==> config.mk <==
export PLATFORM = sky130hd
export DESIGN_NAME = pipelined_control_unit
export DESIGN_NICKNAME = d
export VERILOG_FILES = /design/src/rtl/pipelined_control_unit.sv
export SDC_FILE = /design/constraint.sdc
export NUM_CORES = 1
export LEC_CHECK = 0
export BUFFER_PORTS_ARGS = -buffer_cell sky130_fd_sc_hd__buf_2
export CAP_MARGIN = 20
export CORE_MARGIN = 5
export CORE_UTILIZATION = 50
export CTS_BUF_LIST = sky130_fd_sc_hd__clkbuf_16
export DETAILED_ROUTE_END_ITERATION = 10
export PLACE_DENSITY = 0.91
export SLEW_MARGIN = 20
export SYNTH_ARGS = -nofsm -noshare
export SYNTH_HDL_FRONTEND = slang
export SYNTH_SLANG_ARGS = --single-unit
==> constraint.sdc <==
create_clock -name clk -period 3.74 [get_ports clk]
set_clock_uncertainty 0.2 [all_clocks]
set_input_delay 0.748 -clock clk [delete_from_list [all_inputs] [get_ports clk]]
set_output_delay 0.748 -clock clk [all_outputs]
set_load 0.01 [all_outputs]
==> src/rtl/pipelined_control_unit.sv <==
// Five-stage RV32I control unit: D-stage decode, ID/EX, EX/MEM and MEM/WB control registers, E-stage PCSrc.
// Optional RV32M_SEQ_EN adds M-extension decode and a multi-cycle sequencer that freezes the front end.
module pipelined_control_unit #(
  parameter int MD_CYCLES = 8,
  parameter int ALUCTL_W  = 4
) (
  input  logic                clk,
  input  logic                rst,
  input  logic [31:0]         instrD,
  input  logic                validD,
  input  logic                stallD,
  input  logic                flushE,
  input  logic                Zero,
  input  logic                signedLess,
  input  logic                unsignedLess,
  output logic [2:0]          ImmSrcD,
  output logic                RegWriteE,
  output logic                MemWriteE,
  output logic                ALUSrcAE,
  output logic                ALUSrcBE,
  output logic                LoadSignE,
  output logic [1:0]          ResultSrcE,
  output logic [1:0]          SizeSrcE,
  output logic [ALUCTL_W-1:0] ALUControlE,
  output logic [1:0]          PCSrcE,
  output logic                RegWriteM,
  output logic                MemWriteM,
  output logic                LoadSignM,
  output logic [1:0]          ResultSrcM,
  output logic [1:0]          SizeSrcM,
  output logic                RegWriteW,
  output logic [1:0]          ResultSrcW,
  output logic                illegalE,
  output logic                mdStall
);

  localparam logic [3:0] ALU_ADD  = 4'b0000;
  localparam logic [3:0] ALU_SUB  = 4'b0001;
  localparam logic [3:0] ALU_AND  = 4'b0010;
  localparam logic [3:0] ALU_OR   = 4'b0011;
  localparam logic [3:0] ALU_XOR  = 4'b0100;
  localparam logic [3:0] ALU_SLTU = 4'b0101;
  localparam logic [3:0] ALU_SLT  = 4'b0110;
  localparam logic [3:0] ALU_LUI  = 4'b0111;
  localparam logic [3:0] ALU_SLL  = 4'b1000;
  localparam logic [3:0] ALU_SRL  = 4'b1001;
  localparam logic [3:0] ALU_SRA  = 4'b1010;
`ifdef RV32M_SEQ_EN
  localparam logic [3:0] ALU_MUL  = 4'b1100;
  localparam logic [3:0] ALU_MULH = 4'b1101;
  localparam logic [3:0] ALU_DIV  = 4'b1110;
  localparam logic [3:0] ALU_REM  = 4'b1111;
`endif

  typedef struct packed {
    logic                reg_write;
    logic                mem_write;
    logic                alu_src_a;
    logic                alu_src_b;
    logic                load_sign;
    logic [1:0]          result_src;
    logic [1:0]          size_src;
    logic [ALUCTL_W-1:0] alu_ctl;
    logic                branch;
    logic                jump;
    logic                jalr;
    logic [2:0]          funct3;
`ifdef RV32M_SEQ_EN
    logic                md;
`endif
    logic                illegal;
  } ctrl_t;

  typedef struct packed {
    logic       reg_write;
    logic       mem_write;
    logic       load_sign;
    logic [1:0] result_src;
    logic [1:0] size_src;
  } mem_ctrl_t;

  typedef struct packed {
    logic       reg_write;
    logic [1:0] result_src;
  } wb_ctrl_t;

  localparam ctrl_t     BUBBLE     = '0;
  localparam mem_ctrl_t MEM_BUBBLE = '0;
  localparam wb_ctrl_t  WB_BUBBLE  = '0;

  function automatic logic [ALUCTL_W-1:0] alu_code(input logic [3:0] code);
    return ALUCTL_W'(code);
  endfunction

  logic [6:0] opcode_s;
  logic [2:0] funct3_s;
  logic [6:0] funct7_s;
  ctrl_t      dec_s;
  logic [2:0] imm_src_s;
  ctrl_t      idex_d, idex_q;
  mem_ctrl_t  exmem_d, exmem_q;
  wb_ctrl_t   memwb_d, memwb_q;
  logic       branch_taken_s;
  logic [1:0] pc_src_s;
  logic       md_stall_s;
  logic       unused_s;

  assign opcode_s = instrD[6:0];
  assign funct3_s = instrD[14:12];
  assign funct7_s = instrD[31:25];

  // Register numbers belong to the datapath; only opcode/funct fields matter here.
`ifdef RV32M_SEQ_EN
  assign unused_s = ^{instrD[24:15], instrD[11:7]};
`else
  assign unused_s = ^{instrD[24:15], instrD[11:7], (MD_CYCLES < 2)};
`endif

  // D-stage decode of instrD into a control bundle and immediate select.
  always_comb begin
    dec_s     = BUBBLE;
    imm_src_s = 3'b000;
    case (opcode_s)
      7'b0110111: begin
        dec_s.reg_write = 1'b1;
        dec_s.alu_src_b = 1'b1;
        dec_s.alu_ctl   = alu_code(ALU_LUI);
        imm_src_s       = 3'b100;
      end
      7'b0010111: begin
        dec_s.reg_write = 1'b1;
        dec_s.alu_src_a = 1'b1;
        dec_s.alu_src_b = 1'b1;
        dec_s.alu_ctl   = alu_code(ALU_ADD);
        imm_src_s       = 3'b100;
      end
      7'b1101111: begin
        dec_s.reg_write  = 1'b1;
        dec_s.result_src = 2'b10;
        dec_s.jump       = 1'b1;
        imm_src_s        = 3'b011;
      end
      7'b1100111: begin
        dec_s.reg_write  = 1'b1;
        dec_s.result_src = 2'b10;
        dec_s.alu_src_b  = 1'b1;
        dec_s.alu_ctl    = alu_code(ALU_ADD);
        dec_s.jalr       = 1'b1;
        dec_s.illegal    = (funct3_s != 3'b000);
        imm_src_s        = 3'b000;
      end
      7'b1100011: begin
        dec_s.branch  = 1'b1;
        dec_s.funct3  = funct3_s;
        dec_s.alu_ctl = alu_code(ALU_SUB);
        dec_s.illegal = (funct3_s == 3'b010) || (funct3_s == 3'b011);
        imm_src_s     = 3'b010;
      end
      7'b0000011: begin
        dec_s.reg_write  = 1'b1;
        dec_s.result_src = 2'b01;
        dec_s.alu_src_b  = 1'b1;
        dec_s.alu_ctl    = alu_code(ALU_ADD);
        imm_src_s        = 3'b000;
        case (funct3_s)
          3'b000:  begin dec_s.size_src = 2'b10; dec_s.load_sign = 1'b1; end
          3'b001:  begin dec_s.size_src = 2'b01; dec_s.load_sign = 1'b1; end
          3'b010:  begin dec_s.size_src = 2'b00; dec_s.load_sign = 1'b1; end
          3'b100:  begin dec_s.size_src = 2'b10; dec_s.load_sign = 1'b0; end
          3'b101:  begin dec_s.size_src = 2'b01; dec_s.load_sign = 1'b0; end
          default: dec_s.illegal = 1'b1;
        endcase
      end
      7'b0100011: begin
        dec_s.mem_write = 1'b1;
        dec_s.alu_src_b = 1'b1;
        dec_s.alu_ctl   = alu_code(ALU_ADD);
        imm_src_s       = 3'b001;
        case (funct3_s)
          3'b000:  dec_s.size_src = 2'b10;
          3'b001:  dec_s.size_src = 2'b01;
          3'b010:  dec_s.size_src = 2'b00;
          default: dec_s.illegal = 1'b1;
        endcase
      end
      7'b0010011: begin
        dec_s.reg_write = 1'b1;
        dec_s.alu_src_b = 1'b1;
        imm_src_s       = 3'b000;
        case (funct3_s)
          3'b000: dec_s.alu_ctl = alu_code(ALU_ADD);
          3'b010: dec_s.alu_ctl = alu_code(ALU_SLT);
          3'b011: dec_s.alu_ctl = alu_code(ALU_SLTU);
          3'b100: dec_s.alu_ctl = alu_code(ALU_XOR);
          3'b110: dec_s.alu_ctl = alu_code(ALU_OR);
          3'b111: dec_s.alu_ctl = alu_code(ALU_AND);
          3'b001: begin
            dec_s.alu_ctl = alu_code(ALU_SLL);
            dec_s.illegal = (funct7_s != 7'b0000000);
          end
          3'b101: begin
            dec_s.alu_ctl = (funct7_s == 7'b0100000) ? alu_code(ALU_SRA) : alu_code(ALU_SRL);
            dec_s.illegal = (funct7_s != 7'b0000000) && (funct7_s != 7'b0100000);
          end
          default: dec_s.illegal = 1'b1;
        endcase
      end
      7'b0110011: begin
        dec_s.reg_write = 1'b1;
        case (funct7_s)
          7'b0000000: begin
            case (funct3_s)
              3'b000:  dec_s.alu_ctl = alu_code(ALU_ADD);
              3'b001:  dec_s.alu_ctl = alu_code(ALU_SLL);
              3'b010:  dec_s.alu_ctl = alu_code(ALU_SLT);
              3'b011:  dec_s.alu_ctl = alu_code(ALU_SLTU);
              3'b100:  dec_s.alu_ctl = alu_code(ALU_XOR);
              3'b101:  dec_s.alu_ctl = alu_code(ALU_SRL);
              3'b110:  dec_s.alu_ctl = alu_code(ALU_OR);
              3'b111:  dec_s.alu_ctl = alu_code(ALU_AND);
              default: dec_s.illegal = 1'b1;
            endcase
          end
          7'b0100000: begin
            case (funct3_s)
              3'b000:  dec_s.alu_ctl = alu_code(ALU_SUB);
              3'b101:  dec_s.alu_ctl = alu_code(ALU_SRA);
              default: dec_s.illegal = 1'b1;
            endcase
          end
`ifdef RV32M_SEQ_EN
          7'b0000001: begin
            dec_s.md = 1'b1;
            case (funct3_s)
              3'b000:  dec_s.alu_ctl = alu_code(ALU_MUL);
              3'b001:  dec_s.alu_ctl = alu_code(ALU_MULH);
              3'b100:  dec_s.alu_ctl = alu_code(ALU_DIV);
              3'b110:  dec_s.alu_ctl = alu_code(ALU_REM);
              default: dec_s.illegal = 1'b1;
            endcase
          end
`endif
          default: dec_s.illegal = 1'b1;
        endcase
      end
      default: dec_s.illegal = 1'b1;
    endcase
  end

  assign ImmSrcD = imm_src_s;

  // ID/EX next state: flush beats the MD hold, which beats stall/invalid bubbles.
  always_comb begin
    if (flushE) begin
      idex_d = BUBBLE;
    end else if (md_stall_s) begin
      idex_d = idex_q;
    end else if (stallD || !validD) begin
      idex_d = BUBBLE;
    end else if (dec_s.illegal) begin
      idex_d         = BUBBLE;
      idex_d.illegal = 1'b1;
    end else begin
      idex_d = dec_s;
    end
  end

  // EX/MEM and MEM/WB next state; M sees bubbles while an MD op is still computing.
  always_comb begin
    if (md_stall_s) begin
      exmem_d = MEM_BUBBLE;
    end else begin
      exmem_d.reg_write  = idex_q.reg_write;
      exmem_d.mem_write  = idex_q.mem_write;
      exmem_d.load_sign  = idex_q.load_sign;
      exmem_d.result_src = idex_q.result_src;
      exmem_d.size_src   = idex_q.size_src;
    end
    memwb_d.reg_write  = exmem_q.reg_write;
    memwb_d.result_src = exmem_q.result_src;
  end

  // Pipeline control registers.
  always_ff @(posedge clk) begin
    if (rst) begin
      idex_q  <= BUBBLE;
      exmem_q <= MEM_BUBBLE;
      memwb_q <= WB_BUBBLE;
    end else begin
      idex_q  <= idex_d;
      exmem_q <= exmem_d;
      memwb_q <= memwb_d;
    end
  end

  // Branch/jump resolution from the E-stage bundle and ALU flags.
  always_comb begin
    case (idex_q.funct3)
      3'b000:  branch_taken_s = Zero;
      3'b001:  branch_taken_s = !Zero;
      3'b100:  branch_taken_s = signedLess;
      3'b101:  branch_taken_s = !signedLess;
      3'b110:  branch_taken_s = unsignedLess;
      3'b111:  branch_taken_s = !unsignedLess;
      default: branch_taken_s = 1'b0;
    endcase
    if (idex_q.jalr) begin
      pc_src_s = 2'b10;
    end else if (idex_q.jump) begin
      pc_src_s = 2'b01;
    end else if (idex_q.branch && branch_taken_s) begin
      pc_src_s = 2'b01;
    end else begin
      pc_src_s = 2'b00;
    end
  end

`ifdef RV32M_SEQ_EN
  localparam int CNT_W = (MD_CYCLES > 2) ? $clog2(MD_CYCLES) : 1;

  typedef enum logic {MD_IDLE, MD_BUSY} md_state_t;

  md_state_t  md_state_d, md_state_q;
  logic [CNT_W-1:0] cnt_d, cnt_q;
  logic       md_stall_fsm_s;

  // MD sequencer: the first E cycle stalls from IDLE, then cnt counts the remaining stalled cycles.
  always_comb begin
    md_state_d     = md_state_q;
    cnt_d          = cnt_q;
    md_stall_fsm_s = 1'b0;
    case (md_state_q)
      MD_IDLE: begin
        if (idex_q.md && !flushE) begin
          md_stall_fsm_s = 1'b1;
          md_state_d     = MD_BUSY;
          cnt_d          = CNT_W'(MD_CYCLES - 2);
        end else begin
          md_state_d = MD_IDLE;
        end
      end
      MD_BUSY: begin
        if (flushE) begin
          md_state_d = MD_IDLE;
          cnt_d      = {CNT_W{1'b0}};
        end else if (cnt_q == {CNT_W{1'b0}}) begin
          md_state_d = MD_IDLE;
        end else begin
          md_stall_fsm_s = 1'b1;
          cnt_d          = cnt_q - CNT_W'(1);
        end
      end
      default: begin
        md_state_d = MD_IDLE;
        cnt_d      = {CNT_W{1'b0}};
      end
    endcase
  end

  // MD sequencer state register.
  always_ff @(posedge clk) begin
    if (rst) begin
      md_state_q <= MD_IDLE;
      cnt_q      <= {CNT_W{1'b0}};
    end else begin
      md_state_q <= md_state_d;
      cnt_q      <= cnt_d;
    end
  end

  assign md_stall_s = md_stall_fsm_s & ~rst;
`else
  assign md_stall_s = 1'b0;
`endif

  assign RegWriteE   = idex_q.reg_write;
  assign MemWriteE   = idex_q.mem_write;
  assign ALUSrcAE    = idex_q.alu_src_a;
  assign ALUSrcBE    = idex_q.alu_src_b;
  assign LoadSignE   = idex_q.load_sign;
  assign ResultSrcE  = idex_q.result_src;
  assign SizeSrcE    = idex_q.size_src;
  assign ALUControlE = idex_q.alu_ctl;
  assign illegalE    = idex_q.illegal;
  assign PCSrcE      = pc_src_s;
  assign RegWriteM   = exmem_q.reg_write;
  assign MemWriteM   = exmem_q.mem_write;
  assign LoadSignM   = exmem_q.load_sign;
  assign ResultSrcM  = exmem_q.result_src;
  assign SizeSrcM    = exmem_q.size_src;
  assign RegWriteW   = memwb_q.reg_write;
  assign ResultSrcW  = memwb_q.result_src;
  assign mdStall     = md_stall_s;

endmodule

==> results_dict.tcl <==
set metrics [dict create \
    status "completed" \
    synth-edff-count 0 \
    cts_tree "built" \
    power_mw 0.756 \
    ir_worst_vdd_mv 0.160 \
    clk_path_buf_depth 2 \
    cts.sinks 30 \
    whs_endpoint "ResultSrcW[1]" \
    critPathRequiredTime_ns 2.79 \
    power_leakage_nw 0.875 \
    min-delay-start "ResultSrcM[1]" \
    synthArstFlopShare_pct 0 \
    ys_warn_count 0 \
    io-pin-count 70 \
    crit_type "in2out" \
    drv_cap 0 \
    ff2ff_setup_slack_ns 3.00 \
    syn_inst 172 \
    finalSetupTns_ns 0 \
    synthesis.area_sq_um 1610 \
    postSynthNetCount 217 \
    worst_r2r_path_depth 1 \
    tightest_slew_ns 0.588 \
    cp-end-kind "output port" \
    drc 0 \
    cts-resized-gates 0 \
    ys_types 59 \
    die_area_sq_um 4440 \
    final-setup-viol-count 0 \
    synthToLayoutAreaGrowth_pct 19.9 \
    core_region_area_sq_um 3080 \
    overflow 0 \
    diodes 0 \
    final_common_cell "buf_2" \
    timing.fmax_mhz 326 \
    wl_per_cell_microns 13.6 \
    cp_data_arrival_time_ns 2.12 \
    synth_seq_area_share_pct 37.4 \
    antenna_found_initial 0 \
    drt_iter0_markers 84 \
    cts.hold.buffers_added 0 \
    clock-root-buffer "clkbuf_16" \
    hold_viol 0 \
    hold_path.class "reg2reg" \
    final_cell_mix "buf_2, dfxtp_1, nor2_1, nand2_1, nor2b_1" \
    dieHeight_microns 66.7 \
    p_per_area_nw_per_um2 393 \
    final.min_clock_period_ns 3.06 \
    grt_usage_pct 16.7 \
    worstPathMaxFanout 7 \
    grt_max_degree 20 \
    vias_per_cell 5.19 \
    r2r-start "LoadSignE" \
    cts_setup_buffers 0 \
    layout.cells.non_filler 260 \
    drive_above_1_share_pct 36.6 \
    place.port_buffers 53 \
    vias 1350 \
    die_w_microns 66.7 \
    rsz0062_at_grt "no" \
    grt_pass1_vias 1256 \
    dp_cells 252 \
    path_clk_slew_ns 0.05 \
    ant_nets 0 \
    start_util_pct 52.2 \
    utilization_pct 62.5 \
    r2r_end "LoadSignM" \
    place_congestion 0.837 \
    synth_ff_type "dfxtp_1" \
    postSynthAreaPerCell_sq_um 9.33 \
    clk_latency_ns 0.27 \
    rows 20 \
    timing.final.crit_share_pct 81.9 \
    nets 260 \
    cts_made_buffers 5 \
    dpl_cell_area_sq_um 1790 \
    slew_headroom_pct 60.3 \
    hold_path_depth 1 \
    drv_slew 0 \
    htree_num_levels 2 \
    nFillCells 286 \
    start_kind "primary input" \
    wirelength_microns 3530 \
    firstDrtPassIters 4 \
    grt_pass1_wl_microns 5620 \
    ys_ff_latch 30 \
    place_hpwl_microns 2660 \
    design_area_sq_um 1920 \
]
cells in the mapped netlist (3+ instances only):
library cell	number	area [sq um]
and2_2	3	22.5
buf_4	10	75.1
dfxtp_1	30	601
ha_1	5	62.6
inv_1	7	26.3
mux2i_1	3	30.0
nand2_1	14	52.6
nand3_1	4	20.0
nor2_1	14	52.6
nor2b_1	11	68.8
nor3_2	3	30.0
nor3b_1	3	22.5
nor4_1	3	18.8
o21ai_0	4	20.0
power breakdown:
group          leakage [nW]  total (mW)  internal [mW]  switching [mW]
clock                0.0663       0.363          0.238           0.125
combinational         0.567      0.0720         0.0294          0.0427
sequential            0.242       0.321          0.321       0.0000621
layout make-up:
class,instances,area (sq um),area share (%)
repair buffers,53,265,13.8
inverters,7,26.3,1.37
clock inverters,3,11.3,0.585
multi-input cells,118,841,43.7
clock buffers,5,125,6.50
flip-flops and latches,30,601,31.2
well taps,44,55.1,2.86
metrics by stage:
stage / setup WS [ns] / hold slack (ns)
2_1_floorplan: 1.18 / 0.239
3_3_place_gp: 0.735 / 0.235
3_5_place_dp: 0.697 / 0.244
4_1_cts: 0.712 / 0.256
5_1_grt: 0.555 / 0.277
6_report: 0.676 / 0.252
routing by layer:
metal / global-route usage [%] / part of all wire [%] / vias to the layer above
met2: 26.5 / 45 / 48
met4: 8.38 / 2.4 / 0
met3: 5.90 / 8.9 / 11
li1: - / - / 685
met5: 0 / 0 / -
met1: 19.7 / 43 / 606
worst max-delay path, stage by stage:
cell and delay, ns:
buf_2 0.13, nand2b_2 0.20, nor4_1 0.47, nand2_1 0.29, nand2_1 0.13, buf_2 0.14
registers in the layout, indices dropped and copies added, names as in the netlist, 2 cells and up:
name	flops
ResultSrcE	2
ALUControlE	4
SizeSrcE	2
ResultSrcM	2
idex_q	6
ResultSrcW	2
SizeSrcM	2
cell families (layout without fill, tap and decap cells):
family                   count (synthesis)  in the layout  share of synthesized area (%)
XOR/XNOR                                 2              2                           1.09
adder cells (fa/ha/maj)                  5              5                           3.90
flip-flops                              30             30                           37.4
AND/OR/NAND/NOR                         74             74                           28.1
AO/OA/AOI/OAI                           31             31                           15.8
multiplexers                             5              5                           3.27
buffers and inverters                   24             68                           10.2
other                                    1              1                          0.234
worst max-delay path by stage:
stage,startpoint,cells past startpoint,end
floorplan,instrD[5],5,ImmSrcD[0]
global placement,instrD[13],8,ALUControlE[3]
detailed placement,instrD[13],8,ALUControlE[3]
CTS,instrD[4],6,ImmSrcD[1]
global route,instrD[4],6,ImmSrcD[1]
finish,instrD[4],6,ImmSrcD[1]
Note: power is estimated with default switching activity, not from simulation.
